## config.mk

```make
export PLATFORM = sky130hd
export DESIGN_NAME = gtx_tx_frame_arbiter
export DESIGN_NICKNAME = d
export VERILOG_FILES = /design/src/rtl/gtx_tx_frame_arbiter.sv
export SDC_FILE = /design/constraint.sdc
export NUM_CORES = 1
export LEC_CHECK = 0
export ABC_AREA = 1
export CAP_MARGIN = 0
export CORE_MARGIN = 2
export CORE_UTILIZATION = 49
export CTS_CLUSTER_DIAMETER = 40
export DETAILED_ROUTE_END_ITERATION = 6
export GPL_ROUTABILITY_DRIVEN = 1
export PLACE_DENSITY = 0.81
export SETUP_SLACK_MARGIN = 0.3
export SKIP_CTS_REPAIR_TIMING = 1
export SYNTH_ARGS = -nofsm -noshare
export SYNTH_HDL_FRONTEND = slang
export SYNTH_SLANG_ARGS = --single-unit
export TNS_END_PERCENT = 100
```

## constraint.sdc

```tcl
create_clock -name clk -period 3.3 [get_ports clk]
set_clock_uncertainty 0.2 [all_clocks]
set_input_delay 0.495 -clock clk [delete_from_list [all_inputs] [get_ports clk]]
set_output_delay 0.495 -clock clk [all_outputs]
set_load 0.02 [all_outputs]
```

## src/rtl/gtx_tx_frame_arbiter.sv

```systemverilog
// Round-robin arbiter and link framer for the shared 16-bit GTX TX lane.
// Each granted transfer goes out as:
//   header 0x2410, 0x1984, opcode, payload[0..L-1], checksum, tail 0xDBEF, 0xE67B
// K-idle 0x02BC (TXCTRL = 01) is sent between frames. After a tail, exactly
// IDLE_GAP K words go out before the next header when requests are pending.
//
// Source handshake: src_rd[i] is a one-cycle strobe. src_data slice i must be
// valid in every cycle where src_rd[i] is high. The word is captured at the end
// of that cycle. The source presents its next word in the following cycle.
// A source whose gnt bit falls without a frm_done pulse must flush its frame.
module gtx_tx_frame_arbiter #(
  parameter int N        = 3,
  parameter int IDLE_GAP = 4
) (
  input  logic              clk,
  input  logic              rst,
  input  logic              link_en,
  input  logic [N-1:0]      req,
  input  logic [16*N-1:0]   opcode,
  input  logic [8*N-1:0]    len,
  input  logic [16*N-1:0]   src_data,
  output logic [N-1:0]      src_rd,
  output logic [N-1:0]      gnt,
  output logic [N-1:0]      frm_done,
  output logic [15:0]       TX_DATA,
  output logic [1:0]        TXCTRL,
  output logic              busy,
  output logic [15:0]       frm_cnt,
  output logic [2:0]        dbg_state
);

  localparam int PW = (N > 1) ? $clog2(N) : 1;
  localparam logic [15:0] K_IDLE = 16'h02BC;

  // Each state names the word that TX_DATA is currently presenting.
  typedef enum logic [2:0] {
    S_IDLE, S_HDR0, S_HDR1, S_OPC, S_PAY, S_CSUM, S_TAIL0, S_TAIL1
  } state_e;

  state_e         state_q, state_d;
  logic [15:0]    tx_q, tx_d;
  logic [1:0]     ctrl_q, ctrl_d;
  logic [N-1:0]   gnt_q, gnt_d;
  logic [N-1:0]   src_rd_q, src_rd_d;
  logic [N-1:0]   done_q, done_d;
  logic           busy_q, busy_d;
  logic [15:0]    cnt_q, cnt_d;
  logic [3:0]     gap_q, gap_d;
  logic [PW-1:0]  ptr_q, ptr_d;
  logic [PW-1:0]  win_q, win_d;
  logic [15:0]    opc_q, opc_d;
  logic [7:0]     len_q, len_d;
  logic [7:0]     rem_q, rem_d;
  logic [15:0]    csum_q, csum_d;

  logic           found;
  logic [PW-1:0]  win_sel;
  logic           gap_ok;
  logic [15:0]    src_word;

  // Round-robin search: first set req bit after the pointer, modulo N.
  always_comb begin
    found   = 1'b0;
    win_sel = '0;
    for (int k = 1; k <= N; k++) begin
      int idx;
      idx = (int'(ptr_q) + k) % N;
      if (!found && req[idx]) begin
        found   = 1'b1;
        win_sel = PW'(idx);
      end
    end
  end

  // Granting when the incremented gap count reaches IDLE_GAP yields exactly
  // IDLE_GAP K words between a tail and the next header.
  assign gap_ok   = (gap_q >= 4'(IDLE_GAP - 1));
  assign src_word = src_data[16*win_q +: 16];

  // Next-state, framing datapath and registered-output values.
  always_comb begin
    state_d  = state_q;
    tx_d     = tx_q;
    ctrl_d   = 2'b00;
    gnt_d    = gnt_q;
    src_rd_d = '0;
    done_d   = '0;
    busy_d   = busy_q;
    cnt_d    = cnt_q;
    gap_d    = gap_q;
    ptr_d    = ptr_q;
    win_d    = win_q;
    opc_d    = opc_q;
    len_d    = len_q;
    rem_d    = rem_q;
    csum_d   = csum_q;
    case (state_q)
      S_IDLE: begin
        tx_d   = K_IDLE;
        ctrl_d = 2'b01;
        gap_d  = (gap_q == 4'(IDLE_GAP)) ? gap_q : gap_q + 4'd1;
        if (gap_ok && link_en && found) begin
          state_d        = S_HDR0;
          tx_d           = 16'h2410;
          ctrl_d         = 2'b00;
          gnt_d          = '0;
          gnt_d[win_sel] = 1'b1;
          busy_d         = 1'b1;
          ptr_d          = win_sel;
          win_d          = win_sel;
          opc_d          = opcode[16*win_sel +: 16];
          len_d          = len[8*win_sel +: 8];
          csum_d         = opcode[16*win_sel +: 16];
        end
      end
      S_HDR0: begin
        tx_d    = 16'h1984;
        state_d = S_HDR1;
      end
      S_HDR1: begin
        tx_d     = opc_q;
        rem_d    = len_q;
        src_rd_d = (len_q != 8'd0) ? gnt_q : '0;
        state_d  = S_OPC;
      end
      S_OPC, S_PAY: begin
        if (src_rd_q != '0) begin
          tx_d     = src_word;
          csum_d   = csum_q + src_word;
          rem_d    = rem_q - 8'd1;
          src_rd_d = (rem_q != 8'd1) ? gnt_q : '0;
          state_d  = S_PAY;
        end else begin
          tx_d    = csum_q;
          state_d = S_CSUM;
        end
      end
      S_CSUM: begin
        tx_d    = 16'hDBEF;
        state_d = S_TAIL0;
      end
      S_TAIL0: begin
        tx_d    = 16'hE67B;
        done_d  = gnt_q;
        cnt_d   = cnt_q + 16'd1;
        state_d = S_TAIL1;
      end
      S_TAIL1: begin
        tx_d    = K_IDLE;
        ctrl_d  = 2'b01;
        gnt_d   = '0;
        busy_d  = 1'b0;
        gap_d   = 4'd0;
        state_d = S_IDLE;
      end
      default: begin
        tx_d    = K_IDLE;
        ctrl_d  = 2'b01;
        gnt_d   = '0;
        busy_d  = 1'b0;
        state_d = S_IDLE;
      end
    endcase
  end

  // State and output registers; reset abandons any frame in flight.
  always_ff @(posedge clk) begin
    if (rst) begin
      state_q  <= S_IDLE;
      tx_q     <= K_IDLE;
      ctrl_q   <= 2'b01;
      gnt_q    <= '0;
      src_rd_q <= '0;
      done_q   <= '0;
      busy_q   <= 1'b0;
      cnt_q    <= 16'd0;
      gap_q    <= 4'd0;
      ptr_q    <= PW'(N - 1);
      win_q    <= '0;
      opc_q    <= 16'd0;
      len_q    <= 8'd0;
      rem_q    <= 8'd0;
      csum_q   <= 16'd0;
    end else begin
      state_q  <= state_d;
      tx_q     <= tx_d;
      ctrl_q   <= ctrl_d;
      gnt_q    <= gnt_d;
      src_rd_q <= src_rd_d;
      done_q   <= done_d;
      busy_q   <= busy_d;
      cnt_q    <= cnt_d;
      gap_q    <= gap_d;
      ptr_q    <= ptr_d;
      win_q    <= win_d;
      opc_q    <= opc_d;
      len_q    <= len_d;
      rem_q    <= rem_d;
      csum_q   <= csum_d;
    end
  end

  assign TX_DATA   = tx_q;
  assign TXCTRL    = ctrl_q;
  assign gnt       = gnt_q;
  assign src_rd    = src_rd_q;
  assign frm_done  = done_q;
  assign busy      = busy_q;
  assign frm_cnt   = cnt_q;
  assign dbg_state = state_q;

endmodule

```

# Word level (Yosys, flattened, before mapping)

Cells that the tools add are included.

Add/sub/neg operators: 7
Multipliers: 0
Div/mod/pow operators: 3
Order comparisons: 6
Equal/unequal tests: 12
Shift-type cells: 3
Multiplexer cells: 40
Bitwise logic cells: 1
Reductions and logical operators: 20

Operators with widths:

| cell                    | count |
|---|---|
| $pmux W16 S7            | 1 |
| $lt A32 B4 Y1 const B   | 3 |
| $mod A32 B3 Y32 const B | 3 |
| $shiftx A48 B7 Y16      | 2 |
| $mux W16                | 3 |
| $pmux W16 S2            | 1 |
| $shiftx A24 B6 Y8       | 1 |
| $pmux W3 S7             | 1 |
| $add A16 B1 Y16 const B | 1 |
| $add A16 B16 Y16        | 1 |
| $pmux W8 S2             | 1 |
| $mux W3                 | 5 |
| $mux W14                | 1 |
| $mux W1                 | 13 |
| $eq A3 B3 Y1 const B    | 4 |
| $pmux W3 S2             | 2 |
| $mux W8                 | 1 |
| $ne A8 B1 Y1 const B    | 1 |
| $pmux W4 S2             | 1 |
| $reduce_and A2 Y1       | 4 |
| $reduce_bool A8 Y1      | 1 |
| $sub A8 B1 Y8 const B   | 1 |
| $add A2 B2 Y3 const B   | 2 |
| $bmux W1 S2             | 3 |
| other kinds (21)        | 35 |

Register bits after elaboration: 103
Bits in latches: 0
Memory bits (writable): 0
ROM bits: 0
Input port bits: 126
Word-level logic and storage cells: 107
Memories kept: 0

# Depth between registers and ports, before layout

Depth in word-level cells: 18
Mapped depth: 19
Gate-level depth less buffers: 19

# Least setup slack after synthesis

Ideal clock, no wire load.

Path type: reg2reg
Start: reg ptr_q[0]
End: reg csum_q[11]
Setup time: 0.119 ns
Data arrival time: 2.490 ns
Data required time: 2.981 ns
Setup slack: 0.491 ns
Cell stages (with the launch flop): 19
Cell sequence: dfxtp_1 clkinv_1 nand2_1 inv_1 clkbuf_1 a32oi_1 inv_1 ha_1 nand3_1 nand2_1 nand2_1 nand3_1 nand2_1 nand2_1 or2_2 nand3_1 nand2_1 inv_1 a21oi_1

Word-level cells in the longest chain between the ends: 15
Elaborated cells on any way between the ends: 31
Those cells by class: add/sub: 3; div: 3; eq/ne: 1; shift: 1; mux: 17; reduce/logical: 6

RTL lines:

| item                                                             | RTL line | RTL |
|---|---|---|
| start, declared                                                  | 49       | `logic [PW-1:0] ptr_q, ptr_d;` |
| start signal, assigned                                           | 178      | `ptr_q <= PW'(N - 1);` |
| start signal, assigned                                           | 194      | `ptr_q <= ptr_d;` |
| $add A2 B1 Y3                                                    | 67       | `idx = (int'(ptr_q) + k) % N;` |
| $mod A32 B3 Y32                                                  | 67       |  |
| $bmux W1 S2                                                      | 68       | `if (!found && req[idx]) begin` |
| $mux W1 (implied by the code) (2 in a row)                       | 68       |  |
| $mux W1                                                          | 68       |  |
| $logic_not A1 Y1                                                 | 68       |  |
| $logic_and A1 B1 Y1                                              | 68       |  |
| $mux W1                                                          | 68       |  |
| $logic_not A1 Y1                                                 | 68       |  |
| $logic_and A1 B1 Y1                                              | 68       |  |
| $mux W2 / $mux W1 (equally long branches)                        | 68       |  |
| $shiftx A48 B7 Y16 / $logic_and A1 B1 Y1 (equally long branches) | 113, 102 |  |
| $mux W16 / $ne A2 B2 Y1 (equally long branches)                  | -        |  |
| $pmux W16 S2 / $reduce_and A3 Y1 (equally long branches)         | -        |  |
| end signal, assigned                                             | 199      | `csum_q <= csum_d;` |
| end, declared                                                    | 54       | `logic [15:0] csum_q, csum_d;` |

Parallel ways exist; a longest one is shown, timed or not. The select of a mux whose other input is x is not followed.
A chain may end at the register's enable or synchronous reset.

# Worst setup path in the final report

Ends and elaborated chain as after synthesis.

==> impl_metrics.env <==
export IMPL_outcome="finished clean"
export IMPL_htreeDepth=3
export IMPL_n_antenna_cell=0
export IMPL_wl_um=20900
export IMPL_startpoint_type="register"
export IMPL_synth_area_leader_cell="dfxtp_1"
export IMPL_synth_sequential_area_ratio_pct=32.4
export IMPL_final_hold_viol_count=0
export IMPL_utilization_pct=69.3
export IMPL_drive_above_1_share_pct=10.6
export IMPL_dp_cells=1234
export IMPL_postRouteAntennaNets=0
export IMPL_drc=0
export IMPL_yosysTopAreaCellShare_pct=32.4
export IMPL_setup_tns_ns=0
export IMPL_cts_num_sinks=101
export IMPL_dr_first_iter_drc_count=574
export IMPL_synth_warning_count=0
export IMPL_die_x_um=117
export IMPL_rrSetupSlack_ns=0.37
export IMPL_syn_area_sq_um=6250
export IMPL_worst_path_max_delay_cell="ha_1"
export IMPL_rows=41
export IMPL_synthFlopType="dfxtp_1"
export IMPL_slew_violations=0
export IMPL_grt_max_degree=40
export IMPL_netlist_top_cells_count="nand2_1 (203), dfxtp_1 (101), inv_1 (92), o21ai_0 (92), a21oi_1 (72)"
export IMPL_grt_pass1_vias=6450
export IMPL_grt_pass1_wl_um=30900
export IMPL_grt_overflow=0
export IMPL_maxSlewHeadroom_pct=60.9
export IMPL_io_pins=173
export IMPL_place_ws_ns=0.0838
export IMPL_slowest_delay_ns=0.38
export IMPL_vias=7016
export IMPL_rsz0062_at_grt="true"
export IMPL_cp_common_cell="nand2_1"
export IMPL_syn_nets=1064
export IMPL_dr_pass1_iters=5
export IMPL_regArea_sq_um=2020
export IMPL_routabilityCongestion=0.967
export IMPL_syn_to_final_growth_pct=38.9
export IMPL_fill_cells=1069
export IMPL_yosys_cell_types_count=56
export IMPL_finalSetupViolations=0
export IMPL_synth_edff_count=0
export IMPL_antenna_found_initial=0
export IMPL_min_path_type="register to register"
export IMPL_yosysMostFrequentCell="nand2_1"
export IMPL_cts_root_buf="clkbuf_16"
export IMPL_period_minus_slack_ns=2.93
export IMPL_drv_cap=0
export IMPL_avgSynthCellArea_sq_um=6.86
export IMPL_clkTransAtPathRegs_ns=0.07
export IMPL_clk_latency_ns=0.35
export IMPL_synthCells=911
export IMPL_avgRoutedWirePerCell_um=16.5
export IMPL_required_ns=3.34
export IMPL_die_h_um=117
export IMPL_powerDensity_nw_per_um2=688
export IMPL_path_class="register to register"
export IMPL_ys_ff_latch=101
export IMPL_p_leak_uw=0.00367
export IMPL_hpwl_um=14800
export IMPL_max_freq_mhz=342
export IMPL_period_share_pct=88.7
export IMPL_via_per_inst=5.52
export IMPL_ir_drop_mv=0.386
export IMPL_cp_end_kind="register"
export IMPL_io_buffers=171
export IMPL_crit_chain="clkinvlp_4, nand2_4, clkinvlp_4, nand2_1, o21ai_1, ha_1, a21oi_1, nand2_1, nand2_1, nand3_2, nand2_1, nand2_1, or2_2, nand3_1, nand2_1, inv_1, a21oi_1"
export IMPL_cts_buffers=9
export IMPL_synthArstFlopShare_pct=0
export IMPL_worstMarginPinSlew_ns=0.586
export IMPL_core_region_area_sq_um=12500
export IMPL_setup_slack_ns=0.373
export IMPL_clk_path_buf_depth=2
export IMPL_instances_no_fill=1272
export IMPL_synth_top_cells_by_area="dfxtp_1 (32%), nand2_1 (12%), o21ai_0 (7.4%)"
export IMPL_final_nets=1249
export IMPL_cts_tree="built"
export IMPL_multi_input_area_sq_um=3710
export IMPL_grt_usage_pct=28.9
export IMPL_path_max_fanout=6
export IMPL_die_area_sq_um=13700
export IMPL_cp_arrival_ns=2.97
export IMPL_start_util_pct=49.9
[layout by cell type, fill, tap and decap left out, types with 6 or more instances in the layout]
cell type,instances
o21ai_0,83
nand3_1,67
nand4_1,7
nand2_2,12
xor2_1,16
nand3_2,7
clkdlybuf4s50_1,171
a21oi_1,69
a221oi_1,10
o21ai_1,16
nor3_1,11
inv_1,90
buf_4,32
nor2_1,69
clkbuf_16,9
dfxtp_1,100
ha_1,23
nand2_1,200
a41oi_1,12
inv_2,8
o211ai_1,6
[cell families (layout without fill, tap and decap cells)]
group / after synthesis / after routing / synth area share [%]
simple gates: 403 / 404 / 29.9
flops: 101 / 101 / 32.4
fa+ha+maj: 27 / 27 / 5.53
buf+inv: 140 / 328 / 9.57
compound gates: 222 / 222 / 20.2
xor+xnor: 17 / 17 / 2.38
other cells: 1 / 1 / 0.0600
[cell type report]
type,count,area share (%)
sequential,101,23.3
timing repair inverter,1,0.0865
multi-input combinational,671,42.8
inverter,106,4.87
clock inverter,3,0.533
timing repair buffer,206,23.1
clock buffer,12,2.84
tap,172,2.48
[flip-flops by register name, indices dropped and copies added (netlist names), 2 cells and up]
signal     cells
frm_cnt       16
frm_done       3
gap_q          4
gnt            3
rem_q          8
opc_q         16
src_rd         3
ptr_q          2
dbg_state      3
TX_DATA       16
len_q          8
csum_q        16
[stage by stage]
stage                     area, sq um  hold slack (ns)  power [uW]
after CTS                        8400            0.282        5620
after floorplan                  6250            0.251        3690
final                            8680            0.284        5970
after global placement           8110            0.264        4500
after detailed placement         8110            0.262        4560
after global routing             8680            0.307        6350
[critical path, delay by kind of cell, from the launching register on]
kind | cells | cell delay [ns]
flip-flops | 1 | 0.36
adder cells (fa/ha/maj) | 1 | 0.38
buffers and inverters | 3 | 0.40
AND/OR/NAND/NOR | 10 | 1.15
AO/OA/AOI/OAI | 3 | 0.33
[path summary, 6_finish.rpt]
check | from | to | cells after the start
worst max register to register | ptr_q[0] | csum_q[11] | 17
worst min register to register | rem_q[5] | rem_q[5] | 2
worst min-delay path | rem_q[5] | rem_q[5] | 2
worst max-delay path | ptr_q[0] | csum_q[11] | 17
[metal layers]
| layer | track usage, % | routed length (um) | share of wire (%) | vias up |
|---|---|---|---|---|
| met3 | 4.63 | 1800 | 8.6 | 67 |
| met5 | 0 | 0 | 0 | - |
| li1 | - | - | - | 3419 |
| met2 | 49.9 | 9890 | 47 | 342 |
| met4 | 14.4 | 864 | 4.1 | 0 |
| met1 | 34.8 | 8380 | 40 | 3188 |
[report_power, final]
| part | switching [uW] | internal (uW) |
|---|---|---|
| Sequential | 170 | 1450 |
| Clock | 467 | 607 |
| Combinational | 2060 | 1220 |
Power figures use the tool's default switching activity.
